==> src/rtl/lfsr_pkg.sv <==
// Shared definitions for the LFSR stream engine.
//   state_t           : engine FSM states
//   TAP_BASE_DEFAULT  : data-memory address of tap-pattern entry 0
//   TAP_COUNT_DEFAULT : number of valid tap-pattern entries
//   lfsr7_next()      : 7-bit Fibonacci LFSR step, shift left, feedback into bit 0
package lfsr_pkg;

  typedef enum logic [2:0] {
    S_IDLE,
    S_TAP,
    S_READ,
    S_WRITE,
    S_FIN
  } state_t;

  localparam logic [7:0]  TAP_BASE_DEFAULT  = 8'd130;
  localparam int unsigned TAP_COUNT_DEFAULT = 9;

  function automatic logic [6:0] lfsr7_next(input logic [6:0] state,
                                            input logic [6:0] tap);
    return {state[5:0], ^(state & tap)};
  endfunction

endpackage

==> src/rtl/lfsr7_step.sv <==
// Combinational single step of the 7-bit LFSR.
// Ports:
//   state      in  7  current LFSR state
//   tap        in  7  feedback tap mask
//   next_state out 7  state after one shift
module lfsr7_step
  import lfsr_pkg::*;
(
  input  logic [6:0] state,
  input  logic [6:0] tap,
  output logic [6:0] next_state
);

  always_comb begin
    next_state = lfsr7_next(state, tap);
  end

endmodule

==> src/rtl/lfsr_stream_engine.sv <==
// LFSR stream engine: fetches a tap mask from data memory, then copies Length
// bytes from SrcBase to DstBase, XOR-ing each byte with a 7-bit LFSR stream.
// Optional macro LFSR_STREAM_PARITY_EN: when defined, bit 7 of each written
// byte is the even-parity bit of bits [6:0]; otherwise it is source bit 7.
// Ports:
//   Clk, Reset  clock and synchronous active-high reset
//   Start       one-cycle transfer request, sampled only in IDLE
//   TapSel      tap-pattern table index (>= TAP_COUNT reports Err)
//   Seed        initial LFSR state
//   SrcBase     first source byte address
//   DstBase     first destination byte address
//   Length      byte count 0..127
//   Busy        high whenever not IDLE
//   Done        one-cycle end-of-transfer pulse
//   Err         invalid TapSel, valid only with Done
//   MemAddr     data-memory address (0 in IDLE/FIN)
//   MemWrEn     data-memory write enable (WRITE only)
//   MemWrData   data-memory write data
//   MemRdData   data-memory read data, combinational from MemAddr
module lfsr_stream_engine
  import lfsr_pkg::*;
#(
  parameter logic [7:0]  TAP_BASE  = TAP_BASE_DEFAULT,
  parameter int unsigned TAP_COUNT = TAP_COUNT_DEFAULT
) (
  input  logic       Clk,
  input  logic       Reset,
  input  logic       Start,
  input  logic [3:0] TapSel,
  input  logic [6:0] Seed,
  input  logic [7:0] SrcBase,
  input  logic [7:0] DstBase,
  input  logic [6:0] Length,
  output logic       Busy,
  output logic       Done,
  output logic       Err,
  output logic [7:0] MemAddr,
  output logic       MemWrEn,
  output logic [7:0] MemWrData,
  input  logic [7:0] MemRdData
);

  state_t     state;
  logic [6:0] lfsr;
  logic [6:0] tap;
  logic [6:0] idx;
  logic [6:0] len_q;
  logic [7:0] src_q;
  logic [7:0] dst_q;
  logic [7:0] data_q;
  logic       busy_q;
  logic       done_q;
  logic       err_q;
  logic [7:0] addr_q;
  logic       wr_en_q;

  logic [6:0] lfsr_nxt;
  logic [6:0] idx_nxt;
  logic [7:0] xored;
  logic [7:0] wr_byte;
  logic       tap_invalid;

  lfsr7_step u_step (
    .state      (lfsr),
    .tap        (tap),
    .next_state (lfsr_nxt)
  );

  always_comb begin
    idx_nxt     = idx + 7'd1;
    tap_invalid = ({28'd0, TapSel} >= TAP_COUNT);
    xored       = MemRdData ^ {1'b0, lfsr};
`ifdef LFSR_STREAM_PARITY_EN
    wr_byte     = {^xored[6:0], xored[6:0]};
`else
    wr_byte     = xored;
`endif
  end

  // Outputs are registered: every address is loaded on the edge that enters
  // the state using it, so the combinational read data is valid in that state.
  always_ff @(posedge Clk) begin
    if (Reset) begin
      state   <= S_IDLE;
      lfsr    <= '0;
      tap     <= '0;
      idx     <= '0;
      len_q   <= '0;
      src_q   <= '0;
      dst_q   <= '0;
      data_q  <= '0;
      busy_q  <= 1'b0;
      done_q  <= 1'b0;
      err_q   <= 1'b0;
      addr_q  <= '0;
      wr_en_q <= 1'b0;
    end else begin
      done_q  <= 1'b0;
      wr_en_q <= 1'b0;
      unique case (state)
        S_IDLE: begin
          addr_q <= '0;
          err_q  <= 1'b0;
          busy_q <= 1'b0;
          if (Start) begin
            lfsr   <= Seed;
            src_q  <= SrcBase;
            dst_q  <= DstBase;
            len_q  <= Length;
            idx    <= '0;
            busy_q <= 1'b1;
            if (tap_invalid) begin
              state  <= S_FIN;
              done_q <= 1'b1;
              err_q  <= 1'b1;
            end else begin
              state  <= S_TAP;
              addr_q <= TAP_BASE + {4'd0, TapSel};
            end
          end
        end
        S_TAP: begin
          tap <= MemRdData[6:0];
          if (len_q != '0) begin
            state  <= S_READ;
            addr_q <= src_q + {1'b0, idx};
          end else begin
            state  <= S_FIN;
            done_q <= 1'b1;
            addr_q <= '0;
          end
        end
        S_READ: begin
          data_q  <= wr_byte;
          state   <= S_WRITE;
          addr_q  <= dst_q + {1'b0, idx};
          wr_en_q <= 1'b1;
        end
        S_WRITE: begin
          lfsr <= lfsr_nxt;
          idx  <= idx_nxt;
          if (idx_nxt == len_q) begin
            state  <= S_FIN;
            done_q <= 1'b1;
            addr_q <= '0;
          end else begin
            state  <= S_READ;
            addr_q <= src_q + {1'b0, idx_nxt};
          end
        end
        S_FIN: begin
          state  <= S_IDLE;
          busy_q <= 1'b0;
          err_q  <= 1'b0;
          addr_q <= '0;
        end
        default: begin
          state  <= S_IDLE;
          busy_q <= 1'b0;
          err_q  <= 1'b0;
          addr_q <= '0;
        end
      endcase
    end
  end

  assign Busy      = busy_q;
  assign Done      = done_q;
  assign Err       = err_q;
  assign MemAddr   = addr_q;
  assign MemWrEn   = wr_en_q;
  assign MemWrData = data_q;

endmodule

==> config.mk <==
export PLATFORM = sky130hd
export DESIGN_NAME = lfsr_stream_engine
export DESIGN_NICKNAME = d
export VERILOG_FILES = /design/src/rtl/lfsr_pkg.sv /design/src/rtl/lfsr7_step.sv /design/src/rtl/lfsr_stream_engine.sv
export SDC_FILE = /design/constraint.sdc
export NUM_CORES = 1
export LEC_CHECK = 0
export CORE_UTILIZATION = 35
export CTS_BUF_LIST = sky130_fd_sc_hd__clkbuf_2 sky130_fd_sc_hd__clkbuf_4 sky130_fd_sc_hd__clkbuf_8
export DETAILED_ROUTE_END_ITERATION = 7
export HOLD_SLACK_MARGIN = 0.1
export PLACE_DENSITY = 0.59
export SLEW_MARGIN = 25
export SYNTH_ARGS = -nofsm -noshare
export SYNTH_HDL_FRONTEND = slang
export SYNTH_SLANG_ARGS = --single-unit
==> constraint.sdc <==
create_clock -name Clk -period 5.45 [get_ports Clk]
set_clock_uncertainty 0.05 [all_clocks]
set_input_delay 1.635 -clock Clk [delete_from_list [all_inputs] [get_ports Clk]]
set_output_delay 1.635 -clock Clk [all_outputs]
set_load 0.005 [all_outputs]
==> metrics, run 1 <==
outcome=finished, final reports clean; Detailed Place HPWL=7450 um; final worst slack=2.32 ns; I/O Buffers=64; Placed Area=4640 um2; Initial Util=0.359; Post-Syn Nets=544; CTS root buf=clkbuf_8; RSZ-0062 raised after global routing=false; vias=3560; row cnt=38; hold_buf cts=0; max cap viols=0; Avg WL per Cell=15.0 um; post-synthesis adder-cell area fraction=0.0893; post-layout util=0.448; Post-Layout Cell Count=674; P_leak=1.88 nW; worst skew pair latency=0.35 ns; CTS tree=done; Cells after DPL=658; crit-path cells=clkdlybuf4s50_1 -> buf_4 -> or2_2 -> or4_1 -> o21ai_0; largest family of logic cells by synthesized area=compound AO/OA/AOI/OAI gates; Place WS=1.94 ns; Synth Area in Compound Gates=0.215; RePlAce Congestion=0.877; Seq/Total Area, Yosys=0.344; die height=108 um; final worst-path cycle share=0.575; Seq pwr share=0.451; Synth Flop Type=dfxtp_1; Fin. Hold Viols=0; Synth Area in Simple Gates=0.203; synth warn=0; clock power share=0.390; Worst Setup End Kind=flip-flop; total grt overflow=0; most frequent cells in the layout=nand2_1 (79), dfxtp_1 (67), clkdlybuf4s50_1 (64); Max FO, Critical Path=54; Residual DRC=0; Required @ worst endpoint=5.68 ns; Finished Cell Area=4860 um2; fraction of layout cells with a size suffix above 1=0.0581; Data arrival, critical path=3.36 ns; Cell Area, Synth=3900 um2; endpoints failing setup=0; floorplan core area=10800 um2; Achievable Freq=319 MHz; Die Area=11600 um2; Area growth syn-to-layout=24.7%; setup TNS=0 ns; Clock transition at path regs=0.08 ns; Combinational Power Share=0.159; Die Wd=108 um; CTS Buf Count=9; Slew Limit Fails=0; Post-CTS Setup Inserts=0; initial antenna violation count=0; post-CTS sizing=0; post-synthesis register bit count=67; CP max stage cell=or4_1; Max-slew headroom=0.333; drt total wl=10100 um; Worst VDD drop=0.110 mV; Mapped Cells=473; EDFF count, synth=0; Critical Path Max Stage Delay=0.51 ns; fin crit period=3.13 ns; maximum number of pins on one net before global-route repair=55; ys async rst share=0; Via density=5.28; Cell Int Power=0.876 mW; net switching power=0.332 mW; worst min-delay path category=flip-flop to flip-flop; DR iter-0 viols=168; XOR/XNOR Fraction of Synth Area=0.0845; ANT nets after route=0; diode count=0; Global Route Usage Sum=0.183; clk sinks=67; Worst Setup Start Kind=input pin; kind of critical path=input pin to flip-flop; first-pass GRT wire length=16500 um; Nets=600; Max clock buf depth=2; worst slew pin tran=0.998 ns; Pre-Repair DR Iteration Count=5; most common cell after layout, fill and taps aside=nand2_1; htree depth=3; Post-Syn Area per Cell=8.24 um2; Net Sw Frac=0.275; io pins=65; Unique masters post-synth=58; number of global-route vias before repair=3392; mux cell area share after synthesis=0.0206; PwrDens=249 nW/um2
critical path, delay by kind of cell:
kind                   cells  cell delay (ns)
buffers and inverters      2             0.68
and+or+nand+nor            2             0.96
AOI/OAI and AO/OA          1             0.08
power groups by stage:
stage	registers, mW	logic [mW]	clock network (mW)
detailed placement	0.557	0.192	0
floorplan	0.547	0.118	0
CTS	0.545	0.194	0.481
global placement	0.556	0.191	0
finish	0.545	0.192	0.471
global route	0.550	0.214	0.501
area by class of cell:
| type | instances | area (um2) |
|---|---|---|
| Sequential cell | 67 | 1340 |
| Tap cell | 140 | 175 |
| Multi-Input combinational cell | 369 | 2390 |
| Clock inverter | 7 | 100 |
| Inverter | 13 | 48.8 |
| Timing Repair Buffer | 69 | 678 |
| Fill cell | 1072 | 5980 |
| Clock buffer | 9 | 124 |
cells in the mapped netlist (2+ instances only):
cell type / number / area share
and2_1: 2 / 0.0032
a31oi_1: 5 / 0.0080
inv_1: 13 / 0.013
fa_1: 3 / 0.015
a211oi_1: 7 / 0.013
buf_6: 3 / 0.0087
a311oi_1: 7 / 0.016
a21oi_1: 47 / 0.060
xor2_1: 10 / 0.022
nand3b_1: 3 / 0.0058
buf_2: 3 / 0.0039
o21ai_0: 19 / 0.024
nor2b_1: 3 / 0.0048
nand2_1: 79 / 0.076
a221oi_1: 2 / 0.0045
dfxtp_1: 67 / 0.34
o22ai_1: 5 / 0.0080
nand2b_1: 10 / 0.016
nand3_1: 3 / 0.0039
o211ai_1: 2 / 0.0039
nor3b_1: 2 / 0.0039
nor2_1: 45 / 0.043
nor4_1: 5 / 0.0080
nor3_1: 5 / 0.0064
o41ai_1: 3 / 0.0067
o21bai_1: 3 / 0.0058
a22oi_1: 9 / 0.017
mux2i_1: 8 / 0.021
a21o_1: 4 / 0.0077
ha_1: 23 / 0.074
or3_1: 2 / 0.0032
o21a_1: 3 / 0.0058
o31ai_1: 5 / 0.0096
xnor2_1: 23 / 0.052
clkbuf_1: 17 / 0.016
flip-flops by register name, indices dropped and copies added, names as in the netlist, 3 cells and up:
signal,count
tap,7
len_q,7
dst_q,8
idx,7
MemAddr,8
src_q,8
lfsr,7
MemWrData,8
state,3
path summary, 6_finish.rpt:
kind            start          to  slack [ns]  cells past startpoint
min          dst_q[2]    dst_q[2]        0.41                      2
max             Reset  MemAddr[1]        2.32                      5
max reg2reg    idx[1]  MemAddr[6]        2.55                      9
min reg2reg  dst_q[2]    dst_q[2]        0.41                      2
stage by stage:
step	hold WS [ns]	power (mW)
finish	0.414	1.21
detailed placement	0.404	0.749
floorplan	0.390	0.664
CTS	0.416	1.22
global route	0.432	1.26
global placement	0.405	0.747
routing by layer:
| metal | track usage | share of wire | vias up | wire length (um) |
|---|---|---|---|---|
| met3 | 0.0375 | 0.053 | 16 | 533 |
| li1 | - | - | 1786 | - |
| met5 | 0 | 0 | - | 0 |
| met2 | 0.301 | 0.47 | 119 | 4790 |
| met4 | 0.0744 | 0.017 | 0 | 171 |
| met1 | 0.232 | 0.46 | 1639 | 4620 |
logic make-up after synthesis:
| family | after synthesis |
|---|---|
| adder cells (fa/ha/maj) | 26 |
| flip-flops | 67 |
| buffers and inverters | 37 |
| XOR/XNOR | 35 |
| AND/OR/NAND/NOR | 171 |
| multiplexers | 8 |
| AO/OA/AOI/OAI | 129 |
(Power assumes the default switching activity.)
==> run 2: changes to the inputs <==
==> constraint.sdc (replaced) <==
create_clock -name Clk -period 3.2 [get_ports Clk]
set_clock_uncertainty 0.05 [all_clocks]
set_input_delay 0.96 -clock Clk [delete_from_list [all_inputs] [get_ports Clk]]
set_output_delay 0.96 -clock Clk [all_outputs]
set_load 0.005 [all_outputs]
==> run 2 against run 1 <==
Effect of this change: critical path depth increased by 3; die area unchanged; non-clock buffer count is 6 higher; global-route usage rose by 0.59 points; routed wire length up 1.9%; first-iteration DRC count up 19%; register-to-register slack got worse by 2.1 ns; sequential share of layout area is essentially flat; via count shrank 0.25%; combinational power rose by 73%; highest routed layer unchanged; sequential power increased by 70%; final cell count up 0.89%.
==> metrics, run 2 (synthesized netlist as in run 1, its figures left out) <==
outcome=finished, final reports clean; Residual DRC=0; Slew Limit Fails=0; first-pass GRT wire length=16800 um; crit-path cells=nand3_2 -> xnor2_2 -> ha_1 -> o21ai_0 -> a21boi_0 -> o21a_1 -> nor3_1 -> o41ai_1; io pins=65; Post-CTS Setup Inserts=0; clk sinks=67; CTS tree=done; post-layout util=0.448; DR iter-0 viols=200; crit path buf inv count=0; Worst Hold Slack=0.414 ns; Data arrival, critical path=2.91 ns; drt total wl=10300 um; initial antenna violation count=0; Avg WL per Cell=15.2 um; Worst Setup Start Kind=flip-flop; Fin. Hold Viols=0; fin crit period=2.74 ns; Pre-Repair DR Iteration Count=6; number of global-route vias before repair=3420; hold_buf cts=0; most common cell after layout, fill and taps aside=nand2_1; Initial Util=0.359; Placed Area=4680 um2; PwrDens=393 nW/um2; setup TNS=0 ns; worst min-delay path category=flip-flop to flip-flop; kind of critical path=flip-flop to flip-flop; floorplan core area=10800 um2; Detailed Place HPWL=7660 um; CTS Buf Count=9; Cells after DPL=664; max cap viols=0; Post-Layout Cell Count=680; Die Area=11600 um2; Required @ worst endpoint=3.37 ns; die height=108 um; Die Wd=108 um; post-CTS sizing=0; Nets=606; RePlAce Congestion=0.876; final worst-path cycle share=0.857; Clock transition at path regs=0.08 ns; endpoints failing setup=0; htree depth=3; Area growth syn-to-layout=24.7%; Global Route Usage Sum=0.189; Critical Path Max Stage Delay=0.71 ns; Achievable Freq=365 MHz; RSZ-0062 raised after global routing=false; maximum number of pins on one net before global-route repair=53; ANT nets after route=0; CTS root buf=clkbuf_8; worst slew pin tran=0.717 ns; Worst Setup End Kind=flip-flop; Finished Cell Area=4860 um2; diode count=0; Max FO, Critical Path=10; total grt overflow=0; CP max stage cell=dfxtp_1; worst skew pair latency=0.35 ns; P_leak=1.88 nW; Worst VDD drop=0.196 mV; Max clock buf depth=2; Max-slew headroom=0.518; CP delay by family, top=compound AO/OA/AOI/OAI gates; most frequent cells in the layout=nand2_1 (79), dfxtp_1 (67), clkdlybuf4s50_1 (64); row cnt=38; fraction of layout cells with a size suffix above 1=0.0685; vias=3551; Via density=5.22; I/O Buffers=64
run 2: changes by cell type in the layout (fill, tap and decap cells not counted):
| cell | change |
|---|---|
| clkinvlp_4 | +1 |
| bufinv_16 | -2 |
| clkinv_4 | +1 |
| clkinv_2 | +1 |
| buf_4 | +6 |
| inv_6 | -1 |
run 2: per-layer routing:
metal	GRT usage	vias up	part of all wire
li1	-	1799	-
met1	0.248	1651	0.47
met2	0.304	83	0.46
met3	0.0381	18	0.050
met4	0.0724	0	0.023
met5	0	-	0
run 2: where the power goes:
part | leakage [nW] | internal [mW] | switching [mW]
registers | 0.546 | 0.881 | 0.0464
clock network | 0.0896 | 0.285 | 0.362
logic | 1.25 | 0.169 | 0.164
run 2: layout make-up:
type	instances	area, um2
clock buffer	9	124
clock inverter	7	52.6
fill	1102	5980
inverter	13	48.8
multi-input combinational	369	2390
sequential	67	1340
tap	140	175
timing repair buffer	75	723
run 2: path summary, 6_finish.rpt:
path / startpoint / slack (ns) / cells after the start / end
worst max register to register: idx[2] / 0.46 / 8 / MemAddr[6]
worst min-delay path: dst_q[6] / 0.41 / 2 / dst_q[6]
worst max-delay path: idx[2] / 0.46 / 8 / MemAddr[6]
worst min register to register: dst_q[6] / 0.41 / 2 / dst_q[6]
run 2: metrics by stage:
| step | setup slack [ns] | total power [mW] |
|---|---|---|
| floorplan | 0.783 | 1.13 |
| global placement | 0.490 | 1.28 |
| detailed placement | 0.439 | 1.28 |
| CTS | 0.470 | 1.93 |
| global route | 0.246 | 2.01 |
| finish | 0.459 | 1.91 |
run 2: worst min-delay path, cell delays in order, from the launching register on:
cell	delay, ns
dfxtp_1	0.32
nand2_1	0.05
a21oi_1	0.05
==> run 3: changes to the inputs <==
--- a/config.mk
+++ b/config.mk
@@ -5,11 +5,11 @@
 export SDC_FILE = /design/constraint.sdc
 export NUM_CORES = 1
 export LEC_CHECK = 0
-export CORE_UTILIZATION = 35
+export CORE_UTILIZATION = 40
 export CTS_BUF_LIST = sky130_fd_sc_hd__clkbuf_2 sky130_fd_sc_hd__clkbuf_4 sky130_fd_sc_hd__clkbuf_8
 export DETAILED_ROUTE_END_ITERATION = 7
 export HOLD_SLACK_MARGIN = 0.1
-export PLACE_DENSITY = 0.59
+export PLACE_DENSITY = 0.66
 export SLEW_MARGIN = 25
 export SYNTH_ARGS = -nofsm -noshare
 export SYNTH_HDL_FRONTEND = slang
==> constraint.sdc (replaced) <==
create_clock -name Clk -period 2.69 [get_ports Clk]
set_clock_uncertainty 0.05 [all_clocks]
set_input_delay 0.807 -clock Clk [delete_from_list [all_inputs] [get_ports Clk]]
set_output_delay 0.807 -clock Clk [all_outputs]
set_load 0.005 [all_outputs]
==> run 3 against run 2 <==
Effect of this change: worst setup slack got worse by 0.26 ns; sequential share of layout area is 0.59 points lower; sequential cell count stayed put; via count increased by 0.79%; critical path type unchanged; highest routed layer unchanged.
==> metrics, run 3 (synthesized netlist as in run 1, its figures left out) <==
worst slew pin tran=0.538 ns; diode count=0; Via density=5.27; Worst Setup End Kind=flip-flop; Fin. Hold Viols=0; Nets=616; Residual DRC=0; Worst Setup Start Kind=flip-flop; Required @ worst endpoint=2.90 ns; floorplan core area=9330 um2; Achievable Freq=401 MHz; drt total wl=10200 um; Die Wd=101 um; Die Area=10100 um2; Global Route Usage Sum=0.212; total grt overflow=0; worst min-delay path category=flip-flop to flip-flop; most common cell after layout, fill and taps aside=nand2_1; Avg WL per Cell=15.0 um; setup TNS=0 ns; post-CTS sizing=0; Max FO, Critical Path=8; outcome=finished, final reports clean; hold_buf cts=0; Slew Limit Fails=0; DR iter-0 viols=202; Place WS=0.196 ns; row cnt=35; Total Power=2.41 mW; PwrDens=485 nW/um2; ANT nets after route=0; Post-Route M1 WL=4670 um; Max clock buf depth=2; I/O Buffers=64; die height=101 um; worst skew pair latency=0.35 ns; final worst slack=0.199 ns; first-pass GRT wire length=16600 um; fraction of layout cells with a size suffix above 1=0.0855; Area growth syn-to-layout=27.4%; CTS root buf=clkbuf_8; Detailed Place HPWL=7700 um; fin crit period=2.49 ns; vias=3579; io pins=65; Pre-Repair DR Iteration Count=4; endpoints failing setup=0; Clock transition at path regs=0.08 ns; htree depth=3; Data arrival, critical path=2.70 ns; final worst-path cycle share=0.926; maximum number of pins on one net before global-route repair=53; max cap viols=0; number of global-route vias before repair=3428; Post-CTS Setup Inserts=0; P_leak=1.96 nW; CTS Buf Count=9; CTS tree=done; RSZ-0062 raised after global routing=false; max layer used=met4; wire length on met2=4800 um; Worst VDD drop=0.296 mV; initial antenna violation count=0; kind of critical path=flip-flop to flip-flop; RePlAce Congestion=0.874; Max-slew headroom=0.638; Initial Util=0.418; most frequent cells in the layout=nand2_1 (79), dfxtp_1 (67), clkdlybuf4s50_1 (64); WL met3=520 um; clk sinks=67
[run 3: cell types whose count changed in the layout (fill, tap and decap cells not counted), sizes merged]
cell      delta
buf         +10
inv          +1
clkinvlp     -1
bufinv       +1
clkinv       -1
[run 3: worst paths after layout]
check            from          to  slack (ns)  cells past startpoint
max            idx[3]  MemAddr[7]        0.20                      9
min          dst_q[2]    dst_q[2]        0.42                      2
max reg2reg    idx[3]  MemAddr[7]        0.20                      9
min reg2reg  dst_q[2]    dst_q[2]        0.42                      2
[run 3: final cells by class]
class,count,area [um2]
Fill cell,896,4360
Timing Repair Buffer,85,811
Tap cell,129,161
Sequential cell,67,1340
Clock buffer,9,124
Multi-Input combinational cell,369,2390
Inverter,13,48.8
Clock inverter,7,85.1
[run 3: stage by stage]
step           instance area [um2]  utilization  hold WS (ns)  instances
6_report                      4960        0.532         0.418        679
5_1_grt                       4960        0.532         0.441        679
4_1_cts                       4960        0.532         0.422        679
3_5_place_dp                  4750        0.510         0.410        663
3_3_place_gp                  4750        0.510         0.403        663
2_1_floorplan                 3900            -         0.390        473
[run 3: where the power goes]
group	switching (mW)	leakage (nW)	internal, mW
clock network	0.442	0.106	0.444
logic	0.204	1.31	0.213
registers	0.0539	0.546	1.05
total	0.700	1.96	1.71
[run 3: worst max-delay path, cell delays in order, from the launching register on]
cell     delay, ns
dfxtp_1       0.59
nand3_4       0.18
nor2_1        0.20
xnor2_1       0.23
inv_1         0.10
ha_1          0.22
o41ai_1       0.44
xnor2_1       0.16
nand2_1       0.07
o22ai_1       0.16
[run 3: layer usage]
metal | up-vias | track usage
met5 | - | 0
met4 | 0 | 0.0713
met3 | 15 | 0.0319
met2 | 91 | 0.358
met1 | 1653 | 0.276
li1 | 1820 | -
